$ cat src/rtl/vend_sequencer_if.sv
// Vending sequencer bus: transaction request/result plus the motor and coin
// four-phase handshakes. master = controller side, slave = sequencer.
interface vend_sequencer_if;
    logic       start;
    logic [2:0] prod;
    logic [3:0] price;
    logic [3:0] paid;
    logic       restock;
    logic       motor_req;
    logic       motor_ack;
    logic       coin_req;
    logic       coin_ack;
    logic       busy;
    logic       done;
    logic [2:0] err;
    logic [3:0] change_left;
    logic [4:0] empty_mask;

    modport master (
        output start, prod, price, paid, restock, motor_ack, coin_ack,
        input  motor_req, coin_req, busy, done, err, change_left, empty_mask
    );

    modport slave (
        input  start, prod, price, paid, restock, motor_ack, coin_ack,
        output motor_req, coin_req, busy, done, err, change_left, empty_mask
    );
endinterface

$ cat src/rtl/vend_sequencer.sv
// Vending transaction sequencer: validates a purchase, runs the dispense motor
// handshake, then ejects change one coin per handshake, with per-product stock.
module vend_sequencer #(
    parameter int unsigned RESTOCK_QTY = 9,
    parameter int unsigned TIMEOUT     = 1000
) (
    input logic            clk,
    input logic            rst,
    vend_sequencer_if.slave bus
);
    localparam int unsigned   NPROD  = 5;
    localparam int unsigned   TW     = $clog2(TIMEOUT + 1);
    localparam logic [TW-1:0] T_LAST = TW'(TIMEOUT - 1);
    localparam logic [3:0]    QTY    = 4'(RESTOCK_QTY);

    typedef enum logic [2:0] {IDLE, CHECK, MOTOR, MOTOR_REL, CHANGE, COIN_REL, DONE} state_t;

    state_t        state;
    logic [2:0]    prod_q;
    logic [3:0]    price_q;
    logic [3:0]    paid_q;
    logic [3:0]    inv [NPROD];
    logic [TW-1:0] tcnt;
    logic [3:0]    sel_inv;
    logic [4:0]    empty;
    logic          motor_q;
    logic          coin_q;
    logic          busy_q;
    logic          done_q;
    logic [2:0]    err_q;
    logic [3:0]    chg;

    always_comb begin
        sel_inv = '0;
        empty   = '0;
        for (int unsigned i = 0; i < NPROD; i++) begin
            if (prod_q == 3'(i)) sel_inv = inv[i];
            empty[i] = (inv[i] == '0);
        end
    end

    always_ff @(posedge clk or posedge rst) begin
        if (rst) begin
            state   <= IDLE;
            prod_q  <= '0;
            price_q <= '0;
            paid_q  <= '0;
            tcnt    <= '0;
            motor_q <= 1'b0;
            coin_q  <= 1'b0;
            busy_q  <= 1'b0;
            done_q  <= 1'b0;
            err_q   <= '0;
            chg     <= '0;
            for (int unsigned i = 0; i < NPROD; i++) inv[i] <= QTY;
        end else begin
            case (state)
                IDLE: begin
                    if (bus.restock) begin
                        for (int unsigned i = 0; i < NPROD; i++) inv[i] <= QTY;
                    end
                    if (bus.start) begin
                        prod_q  <= bus.prod;
                        price_q <= bus.price;
                        paid_q  <= bus.paid;
                        err_q   <= '0;
                        busy_q  <= 1'b1;
                        tcnt    <= '0;
                        state   <= CHECK;
                    end
                end
                CHECK: begin
                    tcnt <= '0;
                    // Every rejection refunds the full payment through CHANGE.
                    if (prod_q > 3'd4 || sel_inv == '0 || paid_q < price_q) begin
                        if (prod_q > 3'd4)        err_q <= 3'd1;
                        else if (sel_inv == '0)   err_q <= 3'd2;
                        else                      err_q <= 3'd3;
                        chg    <= paid_q;
                        coin_q <= (paid_q != '0);
                        state  <= CHANGE;
                    end else begin
                        chg     <= paid_q - price_q;
                        motor_q <= 1'b1;
                        state   <= MOTOR;
                    end
                end
                MOTOR: begin
                    if (bus.motor_ack) begin
                        for (int unsigned i = 0; i < NPROD; i++) begin
                            if (prod_q == 3'(i) && inv[i] != '0) inv[i] <= inv[i] - 4'd1;
                        end
                        motor_q <= 1'b0;
                        tcnt    <= '0;
                        state   <= MOTOR_REL;
                    end else if (tcnt == T_LAST) begin
                        err_q   <= 3'd4;
                        chg     <= paid_q;
                        motor_q <= 1'b0;
                        coin_q  <= (paid_q != '0);
                        tcnt    <= '0;
                        state   <= CHANGE;
                    end else begin
                        tcnt <= tcnt + 1'b1;
                    end
                end
                MOTOR_REL: begin
                    if (!bus.motor_ack) begin
                        coin_q <= (chg != '0);
                        tcnt   <= '0;
                        state  <= CHANGE;
                    end
                end
                CHANGE: begin
                    if (chg == '0) begin
                        coin_q <= 1'b0;
                        done_q <= 1'b1;
                        state  <= DONE;
                    end else if (bus.coin_ack) begin
                        chg    <= chg - 4'd1;
                        coin_q <= 1'b0;
                        tcnt   <= '0;
                        state  <= COIN_REL;
                    end else if (tcnt == T_LAST) begin
                        err_q  <= 3'd5;
                        coin_q <= 1'b0;
                        done_q <= 1'b1;
                        tcnt   <= '0;
                        state  <= DONE;
                    end else begin
                        tcnt <= tcnt + 1'b1;
                    end
                end
                COIN_REL: begin
                    if (!bus.coin_ack) begin
                        coin_q <= (chg != '0);
                        tcnt   <= '0;
                        state  <= CHANGE;
                    end
                end
                DONE: begin
                    done_q <= 1'b0;
                    busy_q <= 1'b0;
                    tcnt   <= '0;
                    state  <= IDLE;
                end
                default: state <= IDLE;
            endcase
        end
    end

    assign bus.motor_req   = motor_q;
    assign bus.coin_req    = coin_q;
    assign bus.busy        = busy_q;
    assign bus.done        = done_q;
    assign bus.err         = err_q;
    assign bus.change_left = chg;
    assign bus.empty_mask  = empty;
endmodule

$ cat src/flat_wrapper.sv
// flat-port wrapper written by rule: the top's interface ports become plain ports
module vend_sequencer_flat 
#(
    parameter int unsigned RESTOCK_QTY = 9,
    parameter int unsigned TIMEOUT     = 1000
)
  (clk, rst, bus_start, bus_prod, bus_price, bus_paid, bus_restock, bus_motor_ack, bus_coin_ack, bus_motor_req, bus_coin_req, bus_busy, bus_done, bus_err, bus_change_left, bus_empty_mask);
  vend_sequencer_if bus_i ();
  input logic clk;
  input logic rst;
  input wire logic [$bits(bus_i.start)-1:0] bus_start;
  input wire logic [$bits(bus_i.prod)-1:0] bus_prod;
  input wire logic [$bits(bus_i.price)-1:0] bus_price;
  input wire logic [$bits(bus_i.paid)-1:0] bus_paid;
  input wire logic [$bits(bus_i.restock)-1:0] bus_restock;
  input wire logic [$bits(bus_i.motor_ack)-1:0] bus_motor_ack;
  input wire logic [$bits(bus_i.coin_ack)-1:0] bus_coin_ack;
  output wire logic [$bits(bus_i.motor_req)-1:0] bus_motor_req;
  output wire logic [$bits(bus_i.coin_req)-1:0] bus_coin_req;
  output wire logic [$bits(bus_i.busy)-1:0] bus_busy;
  output wire logic [$bits(bus_i.done)-1:0] bus_done;
  output wire logic [$bits(bus_i.err)-1:0] bus_err;
  output wire logic [$bits(bus_i.change_left)-1:0] bus_change_left;
  output wire logic [$bits(bus_i.empty_mask)-1:0] bus_empty_mask;
  assign bus_i.start = bus_start;
  assign bus_i.prod = bus_prod;
  assign bus_i.price = bus_price;
  assign bus_i.paid = bus_paid;
  assign bus_i.restock = bus_restock;
  assign bus_i.motor_ack = bus_motor_ack;
  assign bus_i.coin_ack = bus_coin_ack;
  assign bus_motor_req = bus_i.motor_req;
  assign bus_coin_req = bus_i.coin_req;
  assign bus_busy = bus_i.busy;
  assign bus_done = bus_i.done;
  assign bus_err = bus_i.err;
  assign bus_change_left = bus_i.change_left;
  assign bus_empty_mask = bus_i.empty_mask;
  vend_sequencer #(.RESTOCK_QTY(RESTOCK_QTY), .TIMEOUT(TIMEOUT)) u_core (.clk(clk), .rst(rst), .bus(bus_i));
endmodule
$ cat config.mk
export PLATFORM = sky130hd
export DESIGN_NAME = vend_sequencer_flat
export DESIGN_NICKNAME = d
export VERILOG_FILES = /design/src/rtl/vend_sequencer_if.sv /design/src/rtl/vend_sequencer.sv /design/src/flat_wrapper.sv
export SDC_FILE = /design/constraint.sdc
export NUM_CORES = 1
export LEC_CHECK = 0
export BUFFER_PORTS_ARGS = -buffer_cell sky130_fd_sc_hd__buf_2
export CORE_UTILIZATION = 45
export DETAILED_ROUTE_END_ITERATION = 6
export HOLD_SLACK_MARGIN = 0.03
export PLACE_DENSITY_LB_ADDON = 0.08
export SLEW_MARGIN = 30
export SYNTH_ARGS = -nofsm -noshare
export SYNTH_HDL_FRONTEND = slang
export SYNTH_SLANG_ARGS = --single-unit
$ cat constraint.sdc
create_clock -name clk -period 2.5 [get_ports clk]
set_clock_uncertainty 0.05 [all_clocks]
set_input_delay 0.25 -clock clk [delete_from_list [all_inputs] [get_ports clk]]
set_output_delay 0.25 -clock clk [all_outputs]
set_load 0.05 [all_outputs]
After elaboration in Yosys (flattened, before gate mapping):

Cells that the tools add are included.

* $add $sub $neg: 8
* magnitude comparators: 2
* eq/ne operators: 33
* mux-type cells: 64
* reductions and logical operators: 46

Operators with widths (count)
* $mux W10: 7
* $mux W4: 15
* $pmux W10 S6: 1
* $mux W3: 16
* $mux W20: 2
* $pmux W20 S2: 1
* $reduce_bool A4 Y1: 8
* $logic_not A4 Y1: 7
* $sub A4 B1 Y4 const B: 6
* $ne A2 B2 Y1 const B: 10
* $reduce_and A4 Y1: 5
* $pmux W3 S6: 1
* $ne A2 B1 Y1 const B: 8
* $mux W1: 15
* $reduce_and A5 Y1: 3
* $eq A3 B2 Y1 const B: 4
* $eq A3 B3 Y1 const B: 4
* $pmux W3 S4: 1
* $pmux W4 S3: 1
* $add A10 B1 Y10 const B: 1
* $eq A10 B10 Y1 const B: 1
* $reduce_and A8 Y1: 1
* $reduce_bool A2 Y1: 4
* $reduce_and A7 Y1: 1
* 18 further kinds: 30

* bits in registers: 55
* bits of input ports: 17
* output and inout port bits: 16
* word-level logic and storage cells: 169

Logic depth before layout (Yosys ltp):

* depth in word-level cells: 11
* gate-level depth with buffers: 10
* gate-level depth less buffers: 9

Worst setup path after synthesis:

Ideal clock, no wire load.

* path kind: register to register
* from: reg u_core.inv[13] in the netlist's numbering
* to: reg u_core.inv[14] in the netlist's numbering
* setup time: 0.134 ns
* data arrival time: 2.476 ns
* required time: 2.316 ns
* path slack: -0.160 ns
* stages on the path, launching flop included: 9
* buffers on the path: 0
* period minus slack after synthesis: 2.660 ns
* cells stage by stage: dfrtp_1 > inv_1 > ha_1 > nor3b_1 > or4b_2 > a21oi_1 > nand2_1 > xor2_1 > nor2_1

* cells in the longest elaborated chain, start to end: 4
* elaborated cells between the ends (all ways): 8
* those cells by class: add/sub (1); eq/ne (1); mux (3); reduce/logical (3)

Ends and longest elaborated chain
* start: declaration: RTL line vend_sequencer.sv:22 `logic [3:0] inv [NPROD];`
* $sub A4 B1 Y4 / $reduce_bool A4 Y1 (equally long branches): RTL line vend_sequencer.sv:91 `if (prod_q == 3'(i) && inv[i] != '0) inv[i] <= inv[i] - 4'd1;`
* $mux W4 / $logic_and A1 B1 Y1 (equally long branches): RTL line vend_sequencer.sv:91
* $mux W20 / $ne A2 B1 Y1 (equally long branches)
* $pmux W20 S2 / $reduce_and A4 Y1 (equally long branches)

Parallel ways exist; a longest one is shown, timed or not. The select of a mux whose other input is x is not followed.
A chain may end at the register's enable or synchronous reset.

Worst setup path after layout:

* from: reg u_core.inv[8] in the netlist's numbering
* to: reg u_core.inv[10] in the netlist's numbering

Same word-level chain as after synthesis.

==> impl_metrics.tcl <==
set metrics [dict create \
    num_vias 2914 \
    rsz0062_at_grt "no" \
    routabilityCongestion 0.8411 \
    drcViolationCount 0 \
    cp.required_ns 2.66 \
    dp_hpwl_um 5989 \
    diodes 0 \
    synth-compound-area-share_pct 18.41 \
    mostFrequentLayoutCells "45 x dfrtp_1, 40 x o21ai_0, 38 x nand2_1" \
    startpoint_type "register" \
    max-vdd-ir-drop_mv 0.7123 \
    fin_crit_sh_pct 93.54 \
    yosys.area_share.simple_pct 21.34 \
    grt_overflow 0 \
    fmax_mhz 427.6 \
    synth-xor-area-share_pct 4.003 \
    finalWirelength_um 8151 \
    synth_area_per_cell_um2 9.141 \
    path_class "reg -> reg" \
    port_buffers 32 \
    path_clk_slew_ns 0.10 \
    synth_area_um2 3501 \
    drtPass1Iterations 4 \
    p_leak_nw 1.794 \
    yosys_most_used_dff "dfrtp_1" \
    start_util_pct 47.50 \
    area_growth_pct 15.23 \
    synthMuxAreaShare_pct 4.789 \
    drive_gt1_share_pct 25.17 \
    final_common_cell "dfrtp_1" \
    synth_cell_types 65 \
    grt_max_degree 31 \
    setup_violations 0 \
    synth_fa_ha_area_share_pct 6.648 \
    first_global_vias 2886 \
    boundaryPins 33 \
    vias_per_cell 5.519 \
    async_reset_ff_share_pct 100.0 \
    syn-num-nets 418 \
    cts_tree "built" \
    grt_first_pass_wirelength_um 14060 \
    placed_area_um2 3877 \
    ys_warn_count 0 \
    rows 31 \
    hold_path_class "in -> reg" \
    outcome "finished clean" \
    die_y_um 90.20 \
    clkSinkCount 55 \
    finalHoldViolations 0 \
    cts.path.max_buffers 2 \
    cts_setup_buffers 0 \
    slew_headroom_pct 40.26 \
    drv_cap 0 \
    die-area_um2 8136 \
    worst_pin_slew_ns 0.8960 \
    syn_inst 383 \
    critPathArrivalTime_ns 2.50 \
    yosysSeqAreaShare_pct 39.67 \
    nNetsFinal 463 \
    cts_root_buf "clkbuf_8" \
    numCtsBuffers 5 \
    p_per_area_nw_per_um2 1250 \
    core-area_um2 7370 \
    synth_edf_count 0 \
    antenna_found_initial 0 \
    clock_latency_ns 0.31 \
    ant_nets 0 \
    timing.setup.tns_ns 0 \
    synth_top_family_by_area "simple AND/OR/NAND/NOR gates" \
    hold_ws_ns 0.08066 \
    endpoint_kind "register" \
    avgRoutedWirePerCell_um 15.44 \
    min_period_ns 2.339 \
    grtUsageTotal_pct 21.44 \
    maxSlewViolCount 0 \
    final_cell_area_um2 4034 \
    die_w_um 90.20 \
    crit_path_max_fanout 6 \
    first_iter_violations 169 \
    htreeDepth 2 \
    synth-seq-cells 55 \
]
-- cells in the mapped netlist, types with 6 or more instances --
cell type  instances  area [µm²]
nand2_1           38       142.6
mux2_2            10       112.6
nor2_1            33       123.9
clkbuf_1           6       22.52
nor3_1             9       45.04
a21oi_1           32       160.2
dfstp_2           10       262.8
inv_1             24       90.09
o21ai_0           40       200.2
dfrtp_1           45        1126
ha_1              17       212.7
xor2_1            11       96.34
-- where the power goes --
group | total, mW | internal (mW) | switching, mW
clock | 0.700 | 0.401 | 0.300
combinational | 2.86 | 1.16 | 1.70
sequential | 1.48 | 1.23 | 0.252
total | 5.04 | 2.79 | 2.25
-- worst paths after layout --
| kind | startpoint | endpoint | slack (ns) | cells after the start |
|---|---|---|---|---|
| setup / recovery | u_core.inv[8]$_DFFE_PP1P_ | u_core.inv[10]$_DFFE_PP0P_ | 0.16 | 8 |
| hold / removal | bus_price[3] | u_core.price_q[3]$_DFFE_PP0P_ | 0.08 | 3 |
| setup reg to reg | u_core.inv[8]$_DFFE_PP1P_ | u_core.inv[10]$_DFFE_PP0P_ | 0.16 | 8 |
| hold reg to reg | u_core.tcnt[9]$_DFFE_PP0P_ | u_core.tcnt[9]$_DFFE_PP0P_ | 0.45 | 1 |
| max in group asynchronous | rst | u_core.inv[12]$_DFFE_PP1P_ | 1.23 | 4 |
| min in group asynchronous | rst | u_core.inv[5]$_DFFE_PP0P_ | 0.51 | 3 |
-- sequential cells by signal, indices dropped and copies added, names as in the netlist --
name	count
u_core.bus.motor_req	1
u_core.bus.coin_req	1
u_core.prod_q	3
u_core.bus.busy	1
u_core.paid_q	4
u_core.tcnt	10
u_core.price_q	4
u_core.bus.change_left	4
u_core.bus.err	3
u_core.state	3
u_core.inv	20
u_core.bus.done	1
-- layer usage --
metal | routed length (µm) | vias to the layer above | track usage (%)
met5 | 0 | - | 0
li1 | - | 1455 | -
met3 | 280 | 5 | 3.384
met2 | 3796 | 55 | 34.54
met1 | 4009 | 1399 | 30.19
met4 | 65 | 0 | 5.108
-- through the flow --
stage,power [mW],setup slack [ns],utilization [%],cells
after floorplan,3.624,0.09655,-,383
after global placement,4.276,0.1013,52.61,519
after detailed placement,4.327,0.03261,52.61,519
after CTS,5.045,0.01501,54.55,528
after global routing,5.456,0.02452,54.74,528
final,5.041,0.1615,54.74,528
-- cell type report --
cell class / instances / area (µm²)
repair buffers: 53 / 332.8
multi-input cells: 289 / 1966
inverters: 24 / 90.09
clock buffers: 6 / 72.57
clock inverters: 2 / 60.06
well taps: 99 / 123.9
flip-flops and latches: 55 / 1389
fillers: 707 / 3336
-- kinds of logic (layout without fill, tap and decap cells) --
logic type,Yosys count,in the layout
adder cells (fa/ha/maj),18,18
flip-flops,55,55
buffers and inverters,39,85
XOR/XNOR,16,16
multiplexers,15,15
AND/OR/NAND/NOR,136,136
AO/OA/AOI/OAI,104,104
-- critical path: stages (launching register included) --
cell,delay (ns)
dfstp_2,0.57
inv_1,0.07
ha_1,0.19
nor3b_2,0.15
or4b_2,0.63
a21oi_2,0.27
nand2_1,0.10
xor2_1,0.15
nor2_1,0.06
-- timing repair --
action | in CTS | in global routing
resized for setup | 0 | 5
setup endpoints to repair | 0 | 11
endpoints found under the hold margin | 24 | 0
hold buffers | 1 | 0
(Power assumes the default switching activity.)
